$ cat src/rtl/datapath.sv
// SAP-class 8-bit datapath: bus, A/B, ALU, flags, PC, MAR, 16x8 RAM, IR and output register.
// Define DATAPATH_BUS_CHECK_EN to build the sticky multi-driver bus_conflict detector.
module datapath (
    input  logic        clk,
    input  logic        rst,
    input  logic [15:0] ctrl_data,
    output logic [3:0]  instruction,
    output logic [7:0]  out_value,
    output logic        out_valid,
    output logic        halted,
    output logic        flag_c,
    output logic        flag_z,
    input  logic        prog_we,
    input  logic [3:0]  prog_addr,
    input  logic [7:0]  prog_data,
    output logic        bus_conflict
);

    logic hlt, mi, ri, ro, io, ii, ai, ao;
    logic eo, su, bi, oi, ce, co, jmp, fi;

    assign hlt = ctrl_data[15];
    assign mi  = ctrl_data[14];
    assign ri  = ctrl_data[13];
    assign ro  = ctrl_data[12];
    assign io  = ctrl_data[11];
    assign ii  = ctrl_data[10];
    assign ai  = ctrl_data[9];
    assign ao  = ctrl_data[8];
    assign eo  = ctrl_data[7];
    assign su  = ctrl_data[6];
    assign bi  = ctrl_data[5];
    assign oi  = ctrl_data[4];
    assign ce  = ctrl_data[3];
    assign co  = ctrl_data[2];
    assign jmp = ctrl_data[1];
    assign fi  = ctrl_data[0];

    logic [7:0] a_q, a_d;
    logic [7:0] b_q, b_d;
    logic [7:0] ir_q, ir_d;
    logic [3:0] mar_q, mar_d;
    logic [3:0] pc_q, pc_d;
    logic [7:0] out_q, out_d;
    logic       ov_q, ov_d;
    logic       fc_q, fc_d;
    logic       fz_q, fz_d;
    logic       halted_q, halted_d;
    logic [7:0] ram_q [16];
    logic       ram_we;

    logic [7:0] bus;
    logic [8:0] alu_sum;
    logic [7:0] alu_r;
    logic       alu_c;

    always_comb begin
        bus = '0;
        if (ro)      bus = ram_q[mar_q];
        else if (io) bus = {4'h0, ir_q[3:0]};
        else if (ao) bus = a_q;
        else if (eo) bus = alu_r;
        else if (co) bus = {4'h0, pc_q};
    end

    // Subtract as A + ~B + 1 so carry-out reads as "no borrow".
    assign alu_sum = {1'b0, a_q} + {1'b0, (su ? ~b_q : b_q)} + {8'd0, su};
    assign alu_r   = alu_sum[7:0];
    assign alu_c   = alu_sum[8];

    always_comb begin
        a_d      = a_q;
        b_d      = b_q;
        ir_d     = ir_q;
        mar_d    = mar_q;
        pc_d     = pc_q;
        out_d    = out_q;
        ov_d     = 1'b0;
        fc_d     = fc_q;
        fz_d     = fz_q;
        halted_d = halted_q;
        ram_we   = 1'b0;
        if (!halted_q) begin
            if (mi) mar_d = bus[3:0];
            if (ri) ram_we = 1'b1;
            if (ii) ir_d = bus;
            if (ai) a_d = bus;
            if (bi) b_d = bus;
            if (oi) begin
                out_d = bus;
                ov_d  = 1'b1;
            end
            if (fi) begin
                fc_d = alu_c;
                fz_d = (alu_r == 8'd0);
            end
            if (jmp)     pc_d = bus[3:0];
            else if (ce) pc_d = pc_q + 4'd1;
            if (hlt) halted_d = 1'b1;
        end
    end

    always_ff @(posedge clk) begin
        if (rst) begin
            a_q      <= '0;
            b_q      <= '0;
            ir_q     <= '0;
            mar_q    <= '0;
            pc_q     <= '0;
            out_q    <= '0;
            ov_q     <= 1'b0;
            fc_q     <= 1'b0;
            fz_q     <= 1'b0;
            halted_q <= 1'b0;
        end else begin
            a_q      <= a_d;
            b_q      <= b_d;
            ir_q     <= ir_d;
            mar_q    <= mar_d;
            pc_q     <= pc_d;
            out_q    <= out_d;
            ov_q     <= ov_d;
            fc_q     <= fc_d;
            fz_q     <= fz_d;
            halted_q <= halted_d;
        end
    end

    // RAM is never cleared; the preload port only writes while reset is held.
    always_ff @(posedge clk) begin
        if (rst) begin
            if (prog_we) ram_q[prog_addr] <= prog_data;
        end else if (ram_we) begin
            ram_q[mar_q] <= bus;
        end
    end

`ifdef DATAPATH_BUS_CHECK_EN
    logic       bc_q, bc_d;
    logic [2:0] n_drv;

    always_comb begin
        n_drv = {2'b0, ro} + {2'b0, io} + {2'b0, ao} + {2'b0, eo} + {2'b0, co};
        bc_d  = bc_q;
        if (!halted_q && (n_drv >= 3'd2)) bc_d = 1'b1;
    end

    always_ff @(posedge clk) begin
        if (rst) bc_q <= 1'b0;
        else     bc_q <= bc_d;
    end

    assign bus_conflict = bc_q;
`else
    assign bus_conflict = 1'b0;
`endif

    assign instruction = ir_q[7:4];
    assign out_value   = out_q;
    assign out_valid   = ov_q;
    assign halted      = halted_q;
    assign flag_c      = fc_q;
    assign flag_z      = fz_q;

endmodule

$ cat config.mk
export PLATFORM = sky130hd
export DESIGN_NAME = datapath
export DESIGN_NICKNAME = d
export VERILOG_FILES = /design/src/rtl/datapath.sv
export SDC_FILE = /design/constraint.sdc
export NUM_CORES = 1
export LEC_CHECK = 0
export ABC_AREA = 1
export CAP_MARGIN = 15
export CORE_MARGIN = 8
export CORE_UTILIZATION = 45
export CTS_CLUSTER_DIAMETER = 200
export DETAILED_ROUTE_END_ITERATION = 7
export PLACE_DENSITY = 0.72
export SYNTH_ARGS = -nofsm -noshare
export SYNTH_HDL_FRONTEND = slang
export SYNTH_SLANG_ARGS = --single-unit
$ cat constraint.sdc
create_clock -name clk -period 3.5 [get_ports clk]
set_input_delay 0.525 -clock clk [delete_from_list [all_inputs] [get_ports clk]]
set_output_delay 0.525 -clock clk [all_outputs]
set_load 0.05 [all_outputs]
* Word level (Yosys, flattened, before mapping)
Memories as Yosys holds them, arrays and structs flattened. A register that Yosys moved wholly into a read port is not among the register bits.
Index checks and enable logic that the tools add are counted.
** Word-level totals
- Bits in registers :: 44
- Bits in writable memories :: 128
- Input port bits :: 31
- Memories kept :: 1
** Memory list
- ram_q :: words 16, bits a word 8, read ports 1, clocked after memory_dff 1, write ports 1, line 49 : logic [7:0] ram_q [16];
** Operators by class
- $add $sub $neg :: 3
- Multiplexer cells :: 24
- Bitwise gates (word level) :: 2
- Reductions and logical operators :: 11
** Operators with widths (count)
- 2-to-1 mux 8 bit :: 6
- 2-to-1 mux 4 bit :: 6
- AND reduction 2 bit :: 7
- 2-to-1 mux 1 bit :: 12
- adder 8 x 8 -> 9 bit :: 1
- adder 9 x 1 -> 9 bit :: 1
- logical NOT 8 bit :: 1
- NOT 8 bit :: 1
- OR reduction 8 bit :: 1
- adder 4 x 1 -> 4 bit, second input constant :: 1
- nonzero test 2 bit :: 1
- OR reduction 2 bit :: 1
- NOT 1 bit :: 1

* Depth between registers and ports, before layout
- Depth after elaboration :: 10
- Gate-level depth with buffers :: 17
- Gate-level depth less buffers :: 16

* Worst setup path before layout
OpenSTA, ideal clock, no wires.
- Kind :: input -> register
- Start point :: in ctrl_data[6]
- End point :: mem ram_q[0][1] (data pin)
- Setup time :: 0.330 ns
- Data arrival time :: 2.585 ns
- Required time :: 3.170 ns
- Path slack :: 0.585 ns
- Stages :: 11
- Buffers on the path :: 1
- Path through :: buf_2 nand2_1 nand2_1 inv_1 fa_1 o21ai_0 nand2_1 nand3_1 nand3_1 and2_1 o21ai_0
** On the way
- Word-level cells in the longest chain between the ends :: 8
** RTL lines
- from (decl) :: line 6 : input logic [15:0] ctrl_data,
- 2-to-1 mux 8 bit :: line 67 : assign alu_sum = {1'b0, a_q} + {1'b0, (su ? ~b_q : b_q)} + {8'd0, su};
- adder 8 x 8 -> 9 bit :: line 67
- adder 9 x 1 -> 9 bit (*) :: line 67
- 2-to-1 mux 8 bit (*) :: line 62 : else if (eo) bus = alu_r;
- 2-to-1 mux 8 bit (*) :: line 61 : else if (ao) bus = a_q;
- 2-to-1 mux 8 bit (*) :: line 60 : else if (io) bus = {4'h0, ir_q[3:0]};
- 2-to-1 mux 8 bit (*) :: line 59 : if (ro) bus = ram_q[mar_q];
- 2-to-1 mux 8 bit (no source line) (*)
- to (decl) :: line 49
Every way passes the cells marked *; elsewhere a longest branch is shown, timed or not.

* Worst setup path after layout
- Start point :: in ctrl_data[6]
- End point :: mem ram_q[11][2] (data pin)
Same word-level chain as after synthesis.

==> results.md <==
- Result of the run: completed
- Crit Path Max Fanout: 16
- Net load switching power: 1.408 mW
- Relative contribution of sequential cells to total power: a little under half
- Initial core utilization: 45.35%
- Post-route ant nets: 0
- Detailed-route wire length per cell: 16.18 um
- Detailed router's first-iteration violation count: 534
- Final core utilization: 53.40%
- Total negative slack for setup checks: 0 ns
- Final Cell Area: approximately 9500 um^2
- Cell area after technology mapping: 8035 um^2
- Number of buffers inserted by post-CTS setup repair: 0
- Category of the worst setup path capture point: flip-flop
- Residual DRC: 0
- Maximum buffer depth of the clock tree: 2
- Total number of yosys warnings: 0
- Proportion of synthesized chip area in sequential cells: 59.79%
- Total of hold buffers inserted after clock tree synthesis: 0
- Weighted congestion at the end of routability-driven global placement: between 0.8 and 0.9
- Synth Register Bits: ~180
- Antenna violations before repair: 0
- Final number of max-transition violations: 0
- Die Y: 149.6 um
- Estimated wirelength of the detail-placed design: 13370 um
- H-tree depth: 4
- CP startpoint kind: input port
- Total iterations of the first detailed-routing run: 6
- Filler cell count in the final layout: 1555
- Die ar.: 22390 um^2
- Post-Synthesis Mean Instance Area: ~9 um^2
- Data arrival time of the worst path: approximately 3.1 ns
- Leakage power figure: a little under 4 nW
- Clock buffers created by TritonCTS: 17
- Total placed instance area: 8881 um^2
- Setup repair after global routing missed its margin: no
- GRT Residual Overflow: 0
- Area added between synthesis and finish: 17.75%
- Switching part of the total: 28.13%
- Actual slew at the worst max-slew pin: approximately 0.85 ns
- IO Pins: 48
- Number of placed cells counting well taps: 1155
- Core ar.: 17720 um^2
- Part of the power in the clock network: 37.0%
- Worst min-delay path class: reg2reg
- Insertion delay of the later-clocked pin in the worst-skew pair: 0.43 ns
- Number of vias per cell after detailed routing: 5.216
- Filler-free cell count of the finished design: 1187
- Share of cells above drive strength 1: under 10%
- First-pass GRT wire length: about 30000 um
- Final wirelength: 19200 um
- Number of standard-cell rows in the floorplan: 49
- Synthesized netlist net count: 923
- Upper clock frequency limit: between 300 and 400 MHz
- CTS sink count: 176
- Ant diodes: 0
- Fin. Hold Viols: 0
- Width of the chip: 149.6 um
- Library cell contributing the largest single delay on the critical path: sky130_fd_sc_hd__o21ai_1
- Number of resized instances in the post-cts repair step: 0
- Combinational share of power: between 10% and 20%
- Clock Root Buffer: sky130_fd_sc_hd__clkbuf_16
- Share of the clock period used by the worst path after layout: 85.16%
- Pin count of the biggest net entering global routing: 68
- Total number of vias: slightly above 6000
- Final setup violation count: 0
- Remaining max-slew budget at the tightest pin: around 43%
- Critical Setup Path Class: in2reg
- PortBufs: 46
- Clock tree from TritonCTS: yes
- Most Frequent Cell on Critical Path: sky130_fd_sc_hd__nand2_1
- Worst setup skew after layout: 0.007785 ns
- Post-layout net count: about 990
- Overall Global Routing Usage: 17.60%
- Cell count after synthesis: 881
- Longest individual stage delay on the worst path: 0.67 ns
- Hold_ws: about 0.47 ns
- Max-cap viol count: 0
- Clock transition at the registers of the reported paths: 0.07 ns
- Number of global-route vias before repair: between 5000 and 6000
- Critical Path RT: 3.61 ns
- Minimum clock period after layout: 2.981 ns
- Cell-by-cell listing of the critical path: clkdlybuf4s50_1, nand2_1, nand2_1, inv_1, fa_1, xor2_1, o211ai_1, o21ai_0, nand2_1, nand2_2, o21ai_1
- Cell internal power dissipation: 3.598 mW
- Post-synth cell types: 33
- Total power density per cell area: 529.1 nW/um^2
- Max VDD drop: 0.3657 mV
## flip-flops by register name, indices dropped and copies added, names as in the netlist, named ones only
| name | count |
|---|---|
| a_q | 8 |
| b_q | 8 |
| flag_c | 1 |
| flag_z | 1 |
| halted | 1 |
| ir_q | 8 |
| mar_q | 4 |
| out_valid | 1 |
| out_value | 8 |
| pc_q | 4 |
| ram_q | 128 |
## through the flow
stage	worst slack (ns)	power, mW
after detailed placement	0.08760	3.192
after floorplan	0.5850	2.932
final	0.5193	5.006
after CTS	0.5328	5.027
after global routing	0.2291	5.203
after global placement	0.1973	3.181
## path summary, 6_finish.rpt
| path | start | depth (start not counted) | slack, ns | end |
|---|---|---|---|---|
| min reg2reg | flag_z | 2 | 0.47 | flag_z |
| max | ctrl_data[6] | 11 | 0.52 | ram_q[11][2] |
| min | flag_z | 2 | 0.47 | flag_z |
| max reg2reg | b_q[0] | 11 | 0.85 | ram_q[11][2] |
## synth_stat cells (all sizes together)
cell type / n / area share, %
buf: 25 / 1.9
nor3: 1 / 0.062
o22ai: 3 / 0.23
o21ai: 86 / 5.5
conb: 1 / 0.047
nand3: 85 / 5.4
a31oi: 3 / 0.23
nor2: 141 / 6.6
nor3b: 1 / 0.093
inv: 100 / 4.7
edfxtp: 128 / 48
a21oi: 28 / 1.7
fa: 1 / 0.25
xnor2: 3 / 0.33
or2: 7 / 0.55
ha: 10 / 1.6
clkinv: 1 / 0.047
clkbuf: 16 / 0.75
nand2: 167 / 7.9
dfxtp: 48 / 12
xor2: 7 / 0.76
nand4: 4 / 0.31
o211ai: 14 / 1.3
and2: 1 / 0.078
## power by group through the flow
stage / registers [mW] / logic [mW] / clock network, mW
detailed placement: 2.42 / 0.772 / 0
floorplan: 2.44 / 0.496 / 0
CTS: 2.38 / 0.777 / 1.87
global placement: 2.42 / 0.762 / 0
finish: 2.38 / 0.778 / 1.85
global route: 2.38 / 0.865 / 1.96
## cells by family (layout without fill, tap and decap cells)
family / count (synthesis) / after routing / synth area share, %
AOI/OAI and AO/OA: 134 / 134 / 8.969
xor gates and xnor gates: 10 / 10 / 1.090
adders and majority gates: 11 / 11 / 1.806
buffers and inverters: 142 / 219 / 7.396
DFF: 176 / 176 / 59.79
other: 1 / 1 / 0.04667
and+or+nand+nor: 407 / 407 / 20.90
## layout by cell type (no fill, tap or decap), types with 4 or more instances in the layout
| cell | count |
|---|---|
| sky130_fd_sc_hd__inv_2 | 4 |
| sky130_fd_sc_hd__nand2_1 | 165 |
| sky130_fd_sc_hd__o211ai_1 | 14 |
| sky130_fd_sc_hd__nor2_1 | 141 |
| sky130_fd_sc_hd__or2_2 | 6 |
| sky130_fd_sc_hd__xor2_1 | 7 |
| sky130_fd_sc_hd__nand4_1 | 4 |
| sky130_fd_sc_hd__buf_4 | 39 |
| sky130_fd_sc_hd__nand3_1 | 84 |
| sky130_fd_sc_hd__o21ai_1 | 29 |
| sky130_fd_sc_hd__clkbuf_16 | 17 |
| sky130_fd_sc_hd__ha_1 | 10 |
| sky130_fd_sc_hd__edfxtp_1 | 128 |
| sky130_fd_sc_hd__a21oi_1 | 28 |
| sky130_fd_sc_hd__o21ai_0 | 55 |
| sky130_fd_sc_hd__inv_1 | 96 |
| sky130_fd_sc_hd__clkdlybuf4s50_1 | 46 |
| sky130_fd_sc_hd__dfxtp_1 | 47 |
## layer usage
metal | vias up | track usage, % | share of wire, %
met5 | - | 0 | 0
met2 | 190 | 28.54 | 47
met1 | 2926 | 22.75 | 45
li1 | 3046 | - | -
met3 | 29 | 3.750 | 5.7
met4 | 0 | 6.562 | 2.0
## area by class of cell
cell class	count	area, um^2	area share, %
timing repair buffer	86	773.2	8.172
tap	229	286.5	3.028
clock buffer	17	425.4	4.496
multi-input combinational	563	2636	27.86
inverter	101	379.1	4.007
sequential	176	4806	50.79
clock inverter	15	155.1	1.640
## worst max-delay path: cells and delay by family
kind	cells	cell delay, ns
AOI/OAI and AO/OA	3	0.94
xor gates and xnor gates	1	0.18
adders and majority gates	1	0.42
buffers and inverters	2	0.66
and+or+nand+nor	4	0.36
Power figures use the tool's default switching activity.
